<file path="src/rtl/inst_fetcher.sv">
// inst_fetcher: byte-serial instruction fetch engine.
// Issues four byte reads per instruction on the shared RAM bus, yields to the
// data side while i_bus_busy is high, and returns the little-endian word with its PC.
// Optional direct-mapped instruction cache enabled by defining ICACHE_EN.

`ifndef InstAddrBus
`define InstAddrBus 31:0
`endif
`ifndef InstBus
`define InstBus 31:0
`endif

module inst_fetcher (
    input  logic                i_clk,
    input  logic                i_rst,
    input  logic                i_fetch_req,
    input  logic [`InstAddrBus] i_fetch_pc,
    input  logic                i_flush,
    input  logic                i_bus_busy,
    input  logic [7:0]          i_mem_din,
    output logic [`InstAddrBus] o_mem_a,
    output logic                o_mem_rd,
    output logic [`InstBus]     o_inst_out,
    output logic [`InstAddrBus] o_pc_back,
    output logic                o_inst_valid,
    output logic                o_inst_almost_valid
);

    typedef enum logic [1:0] {S_IDLE, S_ISSUE, S_DRAIN} state_t;

    state_t              r_state, w_state_nx;
    logic [`InstAddrBus] r_pc, w_pc_nx;
    logic [`InstAddrBus] r_mem_a, w_mem_a_nx;
    logic                r_mem_rd, w_mem_rd_nx;
    logic [1:0]          r_cnt, w_cnt_nx;      // next byte index to issue
    logic [1:0]          r_lane, w_lane_nx;    // byte index of the read on the bus
    logic                r_rd_d;               // RAM sampled a fetch read last edge
    logic [1:0]          r_lane_d;             // lane that read's data belongs to
    logic [3:0][7:0]     r_bytes;
    logic [`InstBus]     r_inst_out, w_inst_nx;
    logic [`InstAddrBus] r_pc_back, w_pcb_nx;
    logic                r_inst_valid, w_valid_nx;
    logic                w_accept;
    logic                w_cap_last;
    logic [`InstBus]     w_asm;
    logic                w_hit;
    logic [`InstBus]     w_hit_data;

    // last byte arrives straight from RAM; lanes 0..2 are already captured
    assign w_cap_last = r_rd_d && (r_lane_d == 2'd3);
    assign w_asm      = {i_mem_din, r_bytes[2], r_bytes[1], r_bytes[0]};

`ifdef ICACHE_EN
    logic [`InstBus] r_cdata [0:31];
    logic [10:0]     r_ctag  [0:31];
    logic [31:0]     r_cvalid;
    logic            w_fill;

    assign w_hit      = r_cvalid[i_fetch_pc[6:2]] && (r_ctag[i_fetch_pc[6:2]] == i_fetch_pc[17:7]);
    assign w_hit_data = r_cdata[i_fetch_pc[6:2]];

    // valid bits: cleared by reset only, set when a miss completes
    always_ff @(posedge i_clk) begin
        if (i_rst)
            r_cvalid <= '0;
        else if (w_fill)
            r_cvalid[r_pc[6:2]] <= 1'b1;
    end

    // tag/data storage written on miss completion
    always_ff @(posedge i_clk) begin
        if (w_fill) begin
            r_cdata[r_pc[6:2]] <= w_asm;
            r_ctag[r_pc[6:2]]  <= r_pc[17:7];
        end
    end
`else
    assign w_hit      = 1'b0;
    assign w_hit_data = '0;
`endif

    // state register
    always_ff @(posedge i_clk) begin
        if (i_rst)
            r_state <= S_IDLE;
        else
            r_state <= w_state_nx;
    end

    // next state and next values of the bus/result registers
    always_comb begin
        w_state_nx  = r_state;
        w_pc_nx     = r_pc;
        w_mem_a_nx  = r_mem_a;
        w_mem_rd_nx = 1'b0;
        w_cnt_nx    = r_cnt;
        w_lane_nx   = r_lane;
        w_valid_nx  = 1'b0;
        w_inst_nx   = r_inst_out;
        w_pcb_nx    = r_pc_back;
        w_accept    = 1'b0;
`ifdef ICACHE_EN
        w_fill      = 1'b0;
`endif
        if (i_flush) begin
            w_state_nx = S_IDLE;
        end else begin
            case (r_state)
                S_IDLE: begin
                    if (i_fetch_req) begin
                        if (w_hit) begin
                            w_valid_nx = 1'b1;
                            w_inst_nx  = w_hit_data;
                            w_pcb_nx   = i_fetch_pc;
                        end else if (!i_bus_busy) begin
                            w_accept = 1'b1;
                        end
                    end
                end
                S_ISSUE: begin
                    if (!i_bus_busy) begin
                        w_mem_a_nx  = r_pc + {30'd0, r_cnt};
                        w_mem_rd_nx = 1'b1;
                        w_lane_nx   = r_cnt;
                        w_cnt_nx    = r_cnt + 2'd1;
                        if (r_cnt == 2'd3)
                            w_state_nx = S_DRAIN;
                    end
                end
                S_DRAIN: begin
                    if (w_cap_last) begin
                        w_valid_nx = 1'b1;
                        w_inst_nx  = w_asm;
                        w_pcb_nx   = r_pc;
                        w_state_nx = S_IDLE;
`ifdef ICACHE_EN
                        w_fill     = 1'b1;
`endif
                        if (i_fetch_req && !i_bus_busy)
                            w_accept = 1'b1;
                    end
                end
                default: w_state_nx = S_IDLE;
            endcase
            if (w_accept) begin
                w_pc_nx     = i_fetch_pc;
                w_mem_a_nx  = i_fetch_pc;
                w_mem_rd_nx = 1'b1;
                w_lane_nx   = 2'd0;
                w_cnt_nx    = 2'd1;
                w_state_nx  = S_ISSUE;
            end
        end
    end

    // bus and result registers
    always_ff @(posedge i_clk) begin
        if (i_rst) begin
            r_pc         <= '0;
            r_mem_a      <= '0;
            r_mem_rd     <= 1'b0;
            r_cnt        <= 2'd0;
            r_lane       <= 2'd0;
            r_inst_out   <= '0;
            r_pc_back    <= '0;
            r_inst_valid <= 1'b0;
        end else begin
            r_pc         <= w_pc_nx;
            r_mem_a      <= w_mem_a_nx;
            r_mem_rd     <= w_mem_rd_nx;
            r_cnt        <= w_cnt_nx;
            r_lane       <= w_lane_nx;
            r_inst_out   <= w_inst_nx;
            r_pc_back    <= w_pcb_nx;
            r_inst_valid <= w_valid_nx;
        end
    end

    // read-return pipeline: data of a read shows up two edges after issue;
    // a flush kills any byte still in flight
    always_ff @(posedge i_clk) begin
        if (i_rst) begin
            r_rd_d   <= 1'b0;
            r_lane_d <= 2'd0;
            r_bytes  <= '0;
        end else begin
            r_rd_d   <= r_mem_rd && !i_flush;
            r_lane_d <= r_lane;
            if (r_rd_d && !i_flush)
                r_bytes[r_lane_d] <= i_mem_din;
        end
    end

    assign o_mem_a             = r_mem_a;
    assign o_mem_rd            = r_mem_rd;
    assign o_inst_out          = r_inst_out;
    assign o_pc_back           = r_pc_back;
    assign o_inst_valid        = r_inst_valid;
    assign o_inst_almost_valid = r_mem_rd && (r_mem_a == r_pc + 32'd3);

endmodule

</file>
<file path="config.mk">
export PLATFORM = sky130hd
export DESIGN_NAME = inst_fetcher
export DESIGN_NICKNAME = d
export VERILOG_FILES = /design/src/rtl/inst_fetcher.sv
export SDC_FILE = /design/constraint.sdc
export NUM_CORES = 1
export LEC_CHECK = 0
export ABC_AREA = 1
export BUFFER_PORTS_ARGS = -buffer_cell sky130_fd_sc_hd__buf_2
export CAP_MARGIN = 20
export CORE_UTILIZATION = 47
export DETAILED_ROUTE_END_ITERATION = 8
export PLACE_DENSITY = 0.69
export SLEW_MARGIN = 20
export SYNTH_ARGS = -nofsm -noshare
export SYNTH_HDL_FRONTEND = slang
export SYNTH_SLANG_ARGS = --single-unit
</file>
<file path="constraint.sdc">
create_clock -name i_clk -period 2.5 [get_ports i_clk]
set_input_delay 0.5 -clock i_clk [delete_from_list [all_inputs] [get_ports i_clk]]
set_output_delay 0.5 -clock i_clk [all_outputs]
set_load 0.01 [all_outputs]
</file>
==> results_tabular.tex <==
\begin{tabular}{lr}
\hline
Metric & Value \\
\hline
\multicolumn{2}{l}{\textbf{Status}} \\
\quad Result of the run & finished, violations left \\
\quad Violated checks & negative setup slack \\
\multicolumn{2}{l}{\textbf{Place}} \\
\quad HPWL after DPL & 17.04 mm \\
\quad Worst Setup Slack post-DPL & 42.21 ps \\
\quad Count of buffers from port buffering & 143 \\
\quad Final weighted congestion of routability-driven global placement & 1.067 \\
\multicolumn{2}{l}{\textbf{Die}} \\
\quad Floorplan row count & 46 \\
\quad Die Area & 17260 sq um \\
\quad Area of the core region & 16120 sq um \\
\quad Starting density of the core & 48.82\% \\
\quad Height of the die & 131.4 um \\
\quad Die boundary width & 131.4 um \\
\quad IO Count & 144 \\
\multicolumn{2}{l}{\textbf{Global route}} \\
\quad Global-route usage over all layers & 28.31\% \\
\quad Fraction of met3 tracks used by global routing & 6.481\% \\
\quad Vias in the first global route & 7444 \\
\quad Wire length of the first global-routing pass & 38.92 mm \\
\quad Met2 demand-to-capacity share in global routing & 45.63\% \\
\quad Global-route congestion overflow total & 0 \\
\quad Pin count of the biggest net entering global routing & 114 \\
\quad Number of antenna violations at the first check in global routing & 1 \\
\quad Busiest layer in global routing & met2 \\
\quad Met1 Resource Use GR & 37.01\% \\
\multicolumn{2}{l}{\textbf{Critical path}} \\
\quad Nature of the critical path endpoint & primary output \\
\quad Data arrival time of the critical path & 2240 ps \\
\quad Worst reg-to-reg path cell count & 12 \\
\quad Required time reported for the critical path endpoint & 2000 ps \\
\quad Maximum fanout along the worst path & 3 \\
\quad Crit path launch type & register \\
\quad WS Path Type & register to primary output \\
\multicolumn{2}{l}{\textbf{Cells and area}} \\
\quad Most common library cell in the layout ignoring fill and taps & nor2\_1 \\
\quad Share of final-layout standard cells stronger than drive strength 1 & 24.84\% \\
\quad Area grow syn2layout & 25.48\% \\
\quad Commonest cells after routing, fill and taps aside & 209 x nor2\_1, 159 x nand2\_1, 143 x buf\_2, 142 x dfxtp\_1, 131 x o21ai\_0 \\
\quad Final core utilization & 61.26\% \\
\quad Net count reported at finish & 1325 \\
\multicolumn{2}{l}{\textbf{Flow run}} \\
\quad Max-capacitance violation count & 0 \\
\multicolumn{2}{l}{\textbf{Detailed routing}} \\
\quad Vias & 7942 \\
\quad Wirelength per Cell & 16.07 um \\
\quad Detailed router's first-iteration violation count & 724 \\
\quad Total routed wirelength & 24.19 mm \\
\quad Mean number of vias per cell & 5.277 \\
\quad Drc violations & 0 \\
\quad Detail Route Antenna Nets & 0 \\
\quad Detailed-router iteration count before antenna repair & 7 \\
\multicolumn{2}{l}{\textbf{Synth}} \\
\quad Synthesized netlist cell count & 1119 \\
\quad Post-synthesis instance area & 7868 sq um \\
\quad Mean Syn Cell Area & 7.031 sq um \\
\quad Synthesized net count & 1169 \\
\quad Post-synthesis register bit count & 163 \\
\quad Number of library cell types mapped by synthesis & 41 \\
\quad Synthesis warning total & 0 \\
\quad Part of the Yosys area used for sequential elements & 41.48\% \\
\multicolumn{2}{l}{\textbf{Hold path}} \\
\quad Hold/Removal Path Class & input port to register \\
\quad Worst Hold Depth & 3 \\
\multicolumn{2}{l}{\textbf{Clocking}} \\
\quad Buffer cell driving the clock tree root & clkbuf\_16 \\
\quad Number of buffers inserted by hold repair at cts & 0 \\
\quad TritonCTS clock tree & built \\
\quad Clock buffers created by TritonCTS & 17 \\
\quad Clock H-tree levels & 4 \\
\quad Worst-case clock buffer depth & 2 \\
\quad TritonCTS Sinks & 163 \\
\quad Post-CTS clock slew at the launch and capture registers of the worst setup and hold paths & 70 ps \\
\quad Clock network latency to the later pin of the worst-skew pair & 440 ps \\
\multicolumn{2}{l}{\textbf{Timing}} \\
\quad Final worst setup slack & -235.7 ps \\
\quad Tcrit/Tclk final & 109.4\% \\
\quad Slew Limit Fails & 0 \\
\quad Number of hold violations in the final report & 0 \\
\quad Final setup fails & 1 \\
\quad Transition time at the pin with the least slew margin & 1022 ps \\
\quad Setup repair after global routing missed its margin & true \\
\quad Headroom to the max-slew limit & 31.76\% \\
\quad Max Clk Rate & 365.5 MHz \\
\quad Worst slack on hold paths & 332.3 ps \\
\quad Minimum clock period after layout & 2736 ps \\
\quad Post-route clock skew & 13.69 ps \\
\multicolumn{2}{l}{\textbf{Power}} \\
\quad Leakage power total & 4.545 nW \\
\quad Pwr per Cell Area & 608.6 nW/um\^{}2 \\
\quad Total power consumption of the routed design & 6.008 mW \\
\quad Worst voltage drop across the vdd grid & 0.4648 mV \\
\hline
\end{tabular}
-- worst paths after layout --
kind                      start  slack (ps)                  end
hold / removal    i_fetch_pc[1]         330           o_mem_a[1]
setup / recovery        r_pc[1]        -240  o_inst_almost_valid
setup reg to reg        r_pc[0]          20          o_mem_a[30]
hold reg to reg       r_lane[1]         420          r_lane_d[1]
-- metal layers --
metal	vias to the layer above	wire length, um
li1	3974	-
met1	3608	10650
met2	308	11210
met3	52	1726
met4	0	598
met5	-	0
-- kinds of logic after synthesis --
family          Yosys count  synth area share, %
xor+xnor                 45                5.184
simple gates            490                26.62
flops                   163                41.48
fa+ha+maj                 5               0.8906
compound gates          269                18.61
buf+inv                 147                7.220
-- synthesized netlist by cell type --
master	number	area, sq um
nand3_1	37	185.2
o221ai_1	1	8.760
xnor2_1	10	87.58
o41ai_1	1	8.760
dfxtp_1	163	3263
nor2_1	222	833.3
buf_4	2	15.01
nor3_2	2	20.02
a211oi_1	30	225.2
o21bai_1	2	15.01
o211ai_1	1	7.510
inv_1	82	307.8
nor3b_2	1	12.51
nand2_1	171	641.9
nand2b_1	1	6.260
clkbuf_1	41	153.9
a21boi_1	1	7.510
clkinv_1	2	7.510
nor2_4	7	78.83
ha_1	4	50.05
o21ai_1	6	30.03
inv_2	8	30.03
buf_1	5	18.77
o21ai_0	132	660.6
nor2_2	14	87.58
nand3b_1	7	52.55
o211a_1	1	10.01
clkbuf_2	1	5.000
xnor3_1	1	22.52
nand4_1	13	81.33
a2bb2oi_1	1	8.760
a21o_1	1	7.510
nand3_4	1	17.52
a21oi_1	87	435.4
nor3_1	8	40.04
xor2_1	34	297.8
a31oi_1	2	12.51
fa_1	1	20.02
a221oi_1	3	26.28
nand2_2	6	37.54
buf_2	6	30.03
-- worst max-delay path: stages, from the launching register on --
cell and delay, ps:
dfxtp_2 350, inv_2 60, ha_4 180, nor2_4 130, nand3_1 80, nand2_1 90, inv_1 50, nor2_1 80
nand2_1 60, nor2_1 120, nand3_1 110, nor2_1 130, nand3_1 80, nor2_1 130, buf_2 140
-- stage by stage --
stage / TNS (ps) / std cells / area, sq um
3_5_place_dp: 0 / 1465 / 8991
4_1_cts: -205.1 / 1500 / 9768
2_1_floorplan: 0 / 1119 / 7868
3_3_place_gp: 0 / 1465 / 8991
6_report: -235.7 / 1505 / 9872
5_1_grt: -487.9 / 1504 / 9869
-- flip-flops by register name, indices dropped and copies added (netlist names) --
name,count
o_inst_out,32
o_inst_valid,1
o_mem_a,32
o_mem_rd,1
o_pc_back,32
r_bytes,24
r_cnt,2
r_lane,2
r_lane_d,2
r_pc,32
r_rd_d,1
r_state,2
-- power breakdown --
group          internal (mW)  switching, mW  leakage, nW
combinational          0.209          0.346         2.91
clock                   1.54           1.20        0.300
sequential              2.65         0.0709         1.33
total                   4.40           1.61         4.54
-- what timing repair did --
action | CTS | global route
pin swaps | 18 | 16
cloned | 0 | 0
endpoints found under the hold margin | 0 | 0
resized for setup | 56 | 23
setup endpoints to repair | 1 | 5
setup buffers | 3 | 4
-- cell type report --
type | instances | area (sq um)
fill | 1543 | 6243
inverter | 92 | 347.8
tap | 216 | 270.3
clock buffer | 18 | 439.2
sequential | 163 | 3304
antenna | 1 | 2.502
multi-input combinational | 809 | 4220
clock inverter | 14 | 171.4
timing repair buffer | 192 | 1116
(Power assumes the default switching activity.)
